`config.mk`:
```
export PLATFORM = sky130hd
export DESIGN_NAME = rx_ring_writer
export DESIGN_NICKNAME = d
export VERILOG_FILES = /design/src/rtl/rx_ring_writer.sv
export SDC_FILE = /design/constraint.sdc
export NUM_CORES = 1
export LEC_CHECK = 0
export ABC_AREA = 0
export CORE_ASPECT_RATIO = 1.5
export CORE_UTILIZATION = 35
export CTS_CLUSTER_DIAMETER = 50
export DETAILED_ROUTE_END_ITERATION = 10
export PLACE_DENSITY_LB_ADDON = 0.1
export SLEW_MARGIN = 20
export SYNTH_ARGS = -nofsm -noshare
export SYNTH_HDL_FRONTEND = slang
export SYNTH_SLANG_ARGS = --single-unit
```
`constraint.sdc`:
```
create_clock -name pcie_clk -period 5.8 [get_ports pcie_clk]
set_input_delay 1.16 -clock pcie_clk [delete_from_list [all_inputs] [get_ports pcie_clk]]
set_output_delay 1.16 -clock pcie_clk [all_outputs]
set_load 0.01 [all_outputs]
```
`src/rtl/rx_ring_writer.sv`:
```
// rtl/rx_ring_writer.sv - moves GMII receive frames into a host ring buffer over the PCIe master write queue
module rx_ring_writer #(
    parameter int SLOTS     = 16,
    parameter int SLOT_LOG2 = 11,
    parameter int BAR       = 0
) (
    input  logic        pcie_clk,
    input  logic        sys_rst_n,
    input  logic [8:0]  phy_dout,
    input  logic        phy_empty,
    output logic        phy_rd_en,
    output logic [17:0] mst_din,
    input  logic        mst_full,
    output logic        mst_wr_en,
    input  logic [6:0]  slv_bar_i,
    input  logic        slv_ce_i,
    input  logic        slv_we_i,
    input  logic [3:0]  slv_adr_i,
    input  logic [15:0] slv_dat_i,
    input  logic [1:0]  slv_sel_i,
    output logic [15:0] slv_dat_o,
    output logic        irq_frame
);
    localparam int          IDXW = $clog2(SLOTS);
    localparam logic [15:0] MAXB = 16'((1 << SLOT_LOG2) - 2);
    localparam logic [31:0] SLOT_MASK = ~32'((1 << SLOT_LOG2) - 1);

    typedef enum logic [3:0] {
        S_IDLE, S_START, S_AH, S_AL, S_DATA, S_LH, S_LL, S_LEN, S_COMMIT, S_DRAIN
    } state_t;

    state_t            state_q, state_d;
    logic              en_q, en_d;
    logic [15:0]       base_lo_q, base_lo_d, base_hi_q, base_hi_d;
    logic [IDXW-1:0]   head_q, head_d, tail_q, tail_d;
    logic [15:0]       drop_q, drop_d;
    logic [31:0]       addr_q, addr_d;
    logic [15:0]       len_q, len_d, wbuf_q, wbuf_d;
    logic              have_q, have_d, rd_pend_q, rd_pend_d;
    logic [8:0]        byte_q, byte_d;
    logic [15:0]       rdata_q, rdata_d;

    logic              hit, consume, pop_ok, commit, drop_inc;
    logic [IDXW-1:0]   tail_inc;
    logic [31:0]       addr2, slot_base;
    logic [15:0]       head_w;

    function automatic logic [15:0] bmerge(input logic [15:0] old, input logic [15:0] dat,
                                           input logic [1:0] sel);
        return {sel[1] ? dat[15:8] : old[15:8], sel[0] ? dat[7:0] : old[7:0]};
    endfunction

    assign hit       = slv_ce_i & slv_bar_i[BAR];
    assign tail_inc  = tail_q + IDXW'(1);
    assign addr2     = addr_q + 32'd2;
    assign slot_base = ({base_hi_q, base_lo_q} & SLOT_MASK) + (32'(tail_q) << SLOT_LOG2);
    assign head_w    = bmerge(16'(head_q), slv_dat_i, slv_sel_i);
    assign slv_dat_o = rdata_q;

    always_comb begin
        state_d   = state_q;
        en_d      = en_q;
        base_lo_d = base_lo_q;
        base_hi_d = base_hi_q;
        head_d    = head_q;
        addr_d    = addr_q;
        len_d     = len_q;
        wbuf_d    = wbuf_q;
        byte_d    = byte_q;
        have_d    = have_q;
        rdata_d   = 16'h0000;
        phy_rd_en = 1'b0;
        mst_wr_en = 1'b0;
        mst_din   = 18'h0;
        irq_frame = 1'b0;
        consume   = 1'b0;
        pop_ok    = 1'b0;
        commit    = 1'b0;
        drop_inc  = 1'b0;

        case (state_q)
            S_IDLE: begin
                pop_ok = 1'b1;
                if (have_q) begin
                    // the start byte stays held: it becomes the first data byte
                    if (byte_q[8]) state_d = S_START;
                    else           consume = 1'b1;
                end
            end
            S_START: begin
                if (!en_q) begin
                    consume = 1'b1;
                    state_d = S_DRAIN;
                end else if (tail_inc == head_q) begin
                    consume  = 1'b1;
                    drop_inc = 1'b1;
                    state_d  = S_DRAIN;
                end else begin
                    addr_d  = slot_base;
                    len_d   = 16'h0000;
                    wbuf_d  = 16'h0000;
                    state_d = S_AH;
                end
            end
            S_AH, S_AL, S_LH, S_LL, S_LEN: begin
                case (state_q)
                    S_AH:    mst_din = {2'b10, addr2[31:16]};
                    S_AL:    mst_din = {2'b10, addr2[15:0]};
                    S_LH:    mst_din = {2'b10, addr_q[31:16]};
                    S_LL:    mst_din = {2'b10, addr_q[15:0]};
                    default: mst_din = {2'b01, len_q};
                endcase
                mst_wr_en = !mst_full;
                if (!mst_full) state_d = state_t'(state_q + 4'd1);
            end
            S_DATA: begin
                pop_ok = !mst_full;
                if (have_q) begin
                    if (!byte_q[8]) begin
                        mst_din = {2'b01, wbuf_q};
                        if (!mst_full) begin
                            mst_wr_en = 1'b1;
                            consume   = 1'b1;
                            state_d   = S_LH;
                        end
                    end else if (len_q >= MAXB) begin
                        consume = 1'b1;
                    end else if (len_q[0]) begin
                        wbuf_d[7:0] = byte_q[7:0];
                        len_d       = len_q + 16'd1;
                        consume     = 1'b1;
                    end else if (len_q == 16'h0000) begin
                        wbuf_d  = {byte_q[7:0], 8'h00};
                        len_d   = 16'd1;
                        consume = 1'b1;
                    end else begin
                        // a completed pair is only pushed once we know it is not the last word
                        mst_din = {2'b00, wbuf_q};
                        if (!mst_full) begin
                            mst_wr_en = 1'b1;
                            wbuf_d    = {byte_q[7:0], 8'h00};
                            len_d     = len_q + 16'd1;
                            consume   = 1'b1;
                        end
                    end
                end
            end
            S_COMMIT: begin
                commit    = 1'b1;
                irq_frame = 1'b1;
                state_d   = S_IDLE;
            end
            S_DRAIN: begin
                pop_ok = 1'b1;
                if (have_q) begin
                    consume = 1'b1;
                    if (!byte_q[8]) state_d = S_IDLE;
                end
            end
            default: state_d = S_IDLE;
        endcase

        phy_rd_en = pop_ok && !phy_empty && !have_q && !rd_pend_q;
        rd_pend_d = phy_rd_en;
        if (rd_pend_q) begin
            have_d = 1'b1;
            byte_d = phy_dout;
        end else if (consume) begin
            have_d = 1'b0;
        end

        tail_d = commit ? tail_inc : tail_q;
        drop_d = (drop_inc && drop_q != 16'hFFFF) ? drop_q + 16'd1 : drop_q;

        // register writes come last so a host clear overrides commit and drop counting
        if (hit && slv_we_i) begin
            case (slv_adr_i)
                4'd0: if (slv_sel_i[0]) begin
                    en_d = slv_dat_i[0];
                    if (slv_dat_i[1]) begin
                        tail_d = '0;
                        drop_d = 16'h0000;
                    end
                end
                4'd1: base_lo_d = bmerge(base_lo_q, slv_dat_i, slv_sel_i);
                4'd2: base_hi_d = bmerge(base_hi_q, slv_dat_i, slv_sel_i);
                4'd3: head_d    = head_w[IDXW-1:0];
                4'd5: if (|slv_sel_i) drop_d = 16'h0000;
                default: ;
            endcase
        end else if (hit) begin
            case (slv_adr_i)
                4'd0:    rdata_d = {15'h0000, en_q};
                4'd1:    rdata_d = base_lo_q;
                4'd2:    rdata_d = base_hi_q;
                4'd3:    rdata_d = 16'(head_q);
                4'd4:    rdata_d = 16'(tail_q);
                4'd5:    rdata_d = drop_q;
                default: rdata_d = 16'h0000;
            endcase
        end
    end

    always_ff @(posedge pcie_clk or negedge sys_rst_n) begin
        if (!sys_rst_n) begin
            state_q   <= S_IDLE;
            en_q      <= 1'b0;
            base_lo_q <= 16'h0000;
            base_hi_q <= 16'h0000;
            head_q    <= '0;
            tail_q    <= '0;
            drop_q    <= 16'h0000;
            addr_q    <= 32'h0;
            len_q     <= 16'h0000;
            wbuf_q    <= 16'h0000;
            byte_q    <= 9'h000;
            have_q    <= 1'b0;
            rd_pend_q <= 1'b0;
            rdata_q   <= 16'h0000;
        end else begin
            state_q   <= state_d;
            en_q      <= en_d;
            base_lo_q <= base_lo_d;
            base_hi_q <= base_hi_d;
            head_q    <= head_d;
            tail_q    <= tail_d;
            drop_q    <= drop_d;
            addr_q    <= addr_d;
            len_q     <= len_d;
            wbuf_q    <= wbuf_d;
            byte_q    <= byte_d;
            have_q    <= have_d;
            rd_pend_q <= rd_pend_d;
            rdata_q   <= rdata_d;
        end
    end
endmodule

```
After elaboration in Yosys (flattened, before gate mapping). Cells that the tools add are included.

$add $sub $neg: 6. $lt $le $gt $ge: 1. Eq/ne operators: 31. Muxes and demuxes: 73. Bitwise logic cells: 2. Reductions and logical operators: 28.

Operators with widths (number): $mux W16 (23); $pmux W16 S2 (3); $pmux W16 S6 (1); $pmux W18 S4 (1); $mux W4 (15); $pmux W18 S2 (1); $mux W17 (2); $add A16 B1 Y16 const B (2); $add A32 B15 Y32 (1); $add A32 B2 Y32 const B (1); $ne A2 B2 Y1 const B (13); $eq A4 B3 Y1 const B (6); $mux W1 (21); $reduce_and A3 Y1 (7); $pmux W4 S5 (1); $eq A4 B2 Y1 const B (4); $ge A16 B11 Y1 const B (1); $logic_not A16 Y1 (1); $mux W8 (2); $ne A16 B16 Y1 const B (1); $reduce_and A8 Y1 (2); $add A4 B1 Y4 const B (2); $eq A4 B1 Y1 const B (2); $eq A4 B4 Y1 const B (2); 15 further kinds (26).

Register bits: 152.

Longest topological paths before layout.
Word-level depth: 11. Depth in mapped cells: 9. Depth with buffers taken out: 8.

Worst setup path before layout. Ideal clock, no wire load.

Path kind: register -> output. Start: register len_q[0]. End: output port mst_din[10]. Arrival: 2.002 ns. Slack: 2.638 ns. Stages on the path, launching flop included: 10. Path through: dfrtp_1 inv_1 ha_1 nor4b_1 and4_1 o41ai_1 nor2b_1 buf_2 buf_2 a21o_1.

Longest elaborated chain between the ends: 7. Elaborated cells on any way between the ends: 8. Those cells by class: order compare (1); mux (6); reduce/logical (1).

Ends and longest elaborated chain: start, declared (line 38) `logic [15:0] len_q, len_d, wbuf_q, wbuf_d;`; start signal, assigned (line 229) `len_q <= len_d;`; parallel branches: the longest is 3 deep, another holds $ge A16 B11 Y1; $mux W16 * (line 126) `end else if (len_q >= MAXB) begin`; $mux W17 * (line 119) `if (!byte_q[8]) begin`; $mux W17 * (line 118) `if (have_q) begin`; $pmux W18 S2 * (line 81) `case (state_q)`; end, declared (line 12) `output logic [17:0] mst_din,`.

Mark *: on every way between the ends.

Worst setup path in the final report.
Start: register len_q[0]. End: output port mst_din[14].

The elaborated chain is that of the path after synthesis.

==> qor.yml <==
status: "finished clean"
crit_path_start_kind: "flop"
min_period_over_period_pct: 79.6
grt_use_total_pct: 20.4
critPathCaptureType: "output port"
fin_crit_ps: 4620
antenna_left: 0
setup_viol: 0
ys_seq_area_share_pct: 46.5
ys.warnings.count: 0
synthArstFlopShare_pct: 100
multi_input_area_mm2: 0.00381
synth_area_leader_cell: "dfrtp_1"
rsz0062_at_grt: "false"
die_w_um: 122
syn_to_final_growth_pct: 21.3
reg2reg_from: "state_q[1]"
maxSlewViolCount: 0
clock_latency_ps: 430
power_density_mw_per_mm2: 408
wirelength_um: 21400
via_per_inst: 5.77
globalRoute.totalOverflow: 0
leakage_nw: 3.86
min_from: "wbuf_q[9]"
path_max_fanout: 17
syn_inst: 719
critPathKind: "reg2out"
drc: 0
initial_utilization_pct: 35.9
clkSinkCount: 141
port_buffers: 74
synth.distinct_cells: 75
synthTopCellsByArea: "dfrtp_1 46%, mux2_2 8.3%, a21oi_1 3.2%"
post_cts_resized: 0
hold_viol: 0
grt_max_degree: 96
synth_edf_count: 0
total_power_mw: 3.76
arrival_ps: 3460
fp.dieH_um: 182
dieArea_mm2: 0.0223
path_cells: "inv_1 > ha_1 > nor4b_1 > and4_1 > o41ai_1 > nor2b_1 > buf_4 > a221o_1 > clkdlybuf4s50_1"
maxCapViolations: 0
rows: 65
core_mm2: 0.0211
clock-skew-final_ps: 7.50
syn_nets: 777
fillers: 2055
cp_slowest_stage_delay_ps: 650
n_antenna_cell: 0
place.gp.congestion: 0.849
antenna_found_initial: 0
synth.cell_area_mm2: 0.00759
cp_slowest_cell: "dfrtp_1"
cts_setup_buffers: 0
drtPass1Iterations: 7
holdBufCountCts: 0
worstHoldPathType: "reg2reg"
cts.htree.levels: 4
cts_buffer_depth: 2
drive_above_1_share_pct: 14.7
drt_iter0_drc: 286
avgSynthCellArea_um2: 10.6
relSlewSlack_pct: 33.4
yosys.cell_count.top_type: "dfrtp_1"
root_buffer: "clkbuf_16"
crit_start: "len_q[0]"
numCtsBuffers: 17
first_global_vias: 6322
max_freq_ghz: 0.217
num_io_pins: 81
final_nets: 839
ir_drop_uv: 235
via_count: 6124
synth_flop_cell: "dfrtp_1"
required_ps: 4640
dp_hpwl_um: 15900
tns_ps: 0
synth_top_cell_area_share_pct: 46.5
tightest_slew_ps: 998
synth_seq_cells: 141
grt_pass1_wl_um: 34400
clkTransAtPathRegs_ps: 60
avgRoutedWirePerCell_um: 20.2
seq_area_mm2: 0.00353
synthTopCellsByCount: "141 x dfrtp_1, 56 x mux2_2, 51 x nor2_1, 48 x a21oi_1, 34 x nand2_1"
cts_tree: "yes"
==> metal layers <==
layer  wire length, um  up-vias  global-route usage [%]
met1              8330     3046                    22.3
met4               535        0                    8.29
met2             11800      154                    37.8
li1                  -     2886                       -
met3               749       38                    3.75
met5                 0        -                       0
==> path summary, 6_finish.rpt <==
kind / endpoint / cells after the start / slack [ps]
max in group asynchronous: slv_dat_o[15] / 2 / 3780
worst max-delay path: mst_din[14] / 9 / 1180
min in group asynchronous: len_q[3] / 1 / 830
worst max register to register: addr_q[14] / 7 / 2690
worst min-delay path: wbuf_q[9] / 1 / 500
worst min register to register: wbuf_q[9] / 1 / 500
==> per-stage QoR <==
stage	instance area [um2]	setup WS (ps)	cells	utilization, %	hold WS, ps
floorplan	7590	2640	719	-	467
global placement	8550	1660	1030	40.4	486
detailed placement	8550	1650	1030	40.4	493
CTS	9210	1160	1062	43.6	509
global route	9210	968	1062	43.6	522
finish	9210	1180	1062	43.6	503
==> layout by cell type (no fill, tap or decap), drive strengths merged, types with 4 or more instances in the layout <==
cell type | synthesis | routed
a2111oi | 4 | 4
a211oi | 5 | 5
a21o | 13 | 13
a21oi | 48 | 48
a221o | 5 | 5
a222oi | 16 | 16
a22o | 23 | 23
a22oi | 5 | 5
a31oi | 12 | 12
and3 | 18 | 18
and4 | 8 | 8
buf | 20 | 7
bufinv | 0 | 5
clkbuf | 17 | 20
clkdlybuf4s50 | 0 | 73
clkinv | 1 | 4
dfrtp | 141 | 141
ha | 13 | 13
inv | 23 | 26
mux2 | 56 | 56
nand2 | 34 | 34
nand2b | 5 | 5
nand3 | 24 | 24
nand4 | 13 | 13
nor2 | 51 | 51
nor2b | 6 | 6
nor3 | 11 | 11
nor4 | 7 | 7
o211ai | 5 | 5
o21a | 5 | 5
o21ai | 18 | 18
o31ai | 25 | 25
or3 | 7 | 7
or4 | 24 | 24
xnor2 | 15 | 15
xor2 | 4 | 4
==> registers in the layout, indices dropped and copies added (netlist names), 4 cells and up <==
signal     cells
addr_q        21
base_hi_q     16
base_lo_q     16
byte_q         9
drop_q        16
head_q         4
len_q         16
slv_dat_o     16
state_q        4
tail_q         4
wbuf_q        16
==> final cells by class <==
class	count	area share [%]
Tap cell	268	3.64
Clock inverter	12	2.24
Timing Repair Buffer	80	8.54
Sequential cell	141	38.3
Multi-Input combinational cell	517	41.3
Clock buffer	20	4.96
Inverter	24	0.978
==> critical path: cells and delay by family (launching register included) <==
family	cells	cell delay, ps
buf+inv	3	960
flops	1	650
simple gates	3	590
compound gates	2	570
fa+ha+maj	1	240
==> kinds of logic (layout without fill, tap and decap cells) <==
group	after synthesis	after routing	synth area share, %
buffers and inverters	61	136	3.67
xor gates and xnor gates	19	19	2.64
AOI/OAI and AO/OA	203	203	19.5
muxes	59	59	8.70
and+or+nand+nor	222	222	16.6
adders and majority gates	14	14	2.41
DFF	141	141	46.5
==> report_power, final <==
| part | leakage [nW] | total [mW] | internal (mW) | switching (mW) |
|---|---|---|---|---|
| logic | 1.70 | 1.10 | 0.478 | 0.619 |
| registers | 1.84 | 1.44 | 1.18 | 0.252 |
| clock network | 0.322 | 1.23 | 0.790 | 0.437 |
| total | 3.86 | 3.76 | 2.45 | 1.31 |
Note: power is estimated with default switching activity, not from simulation.
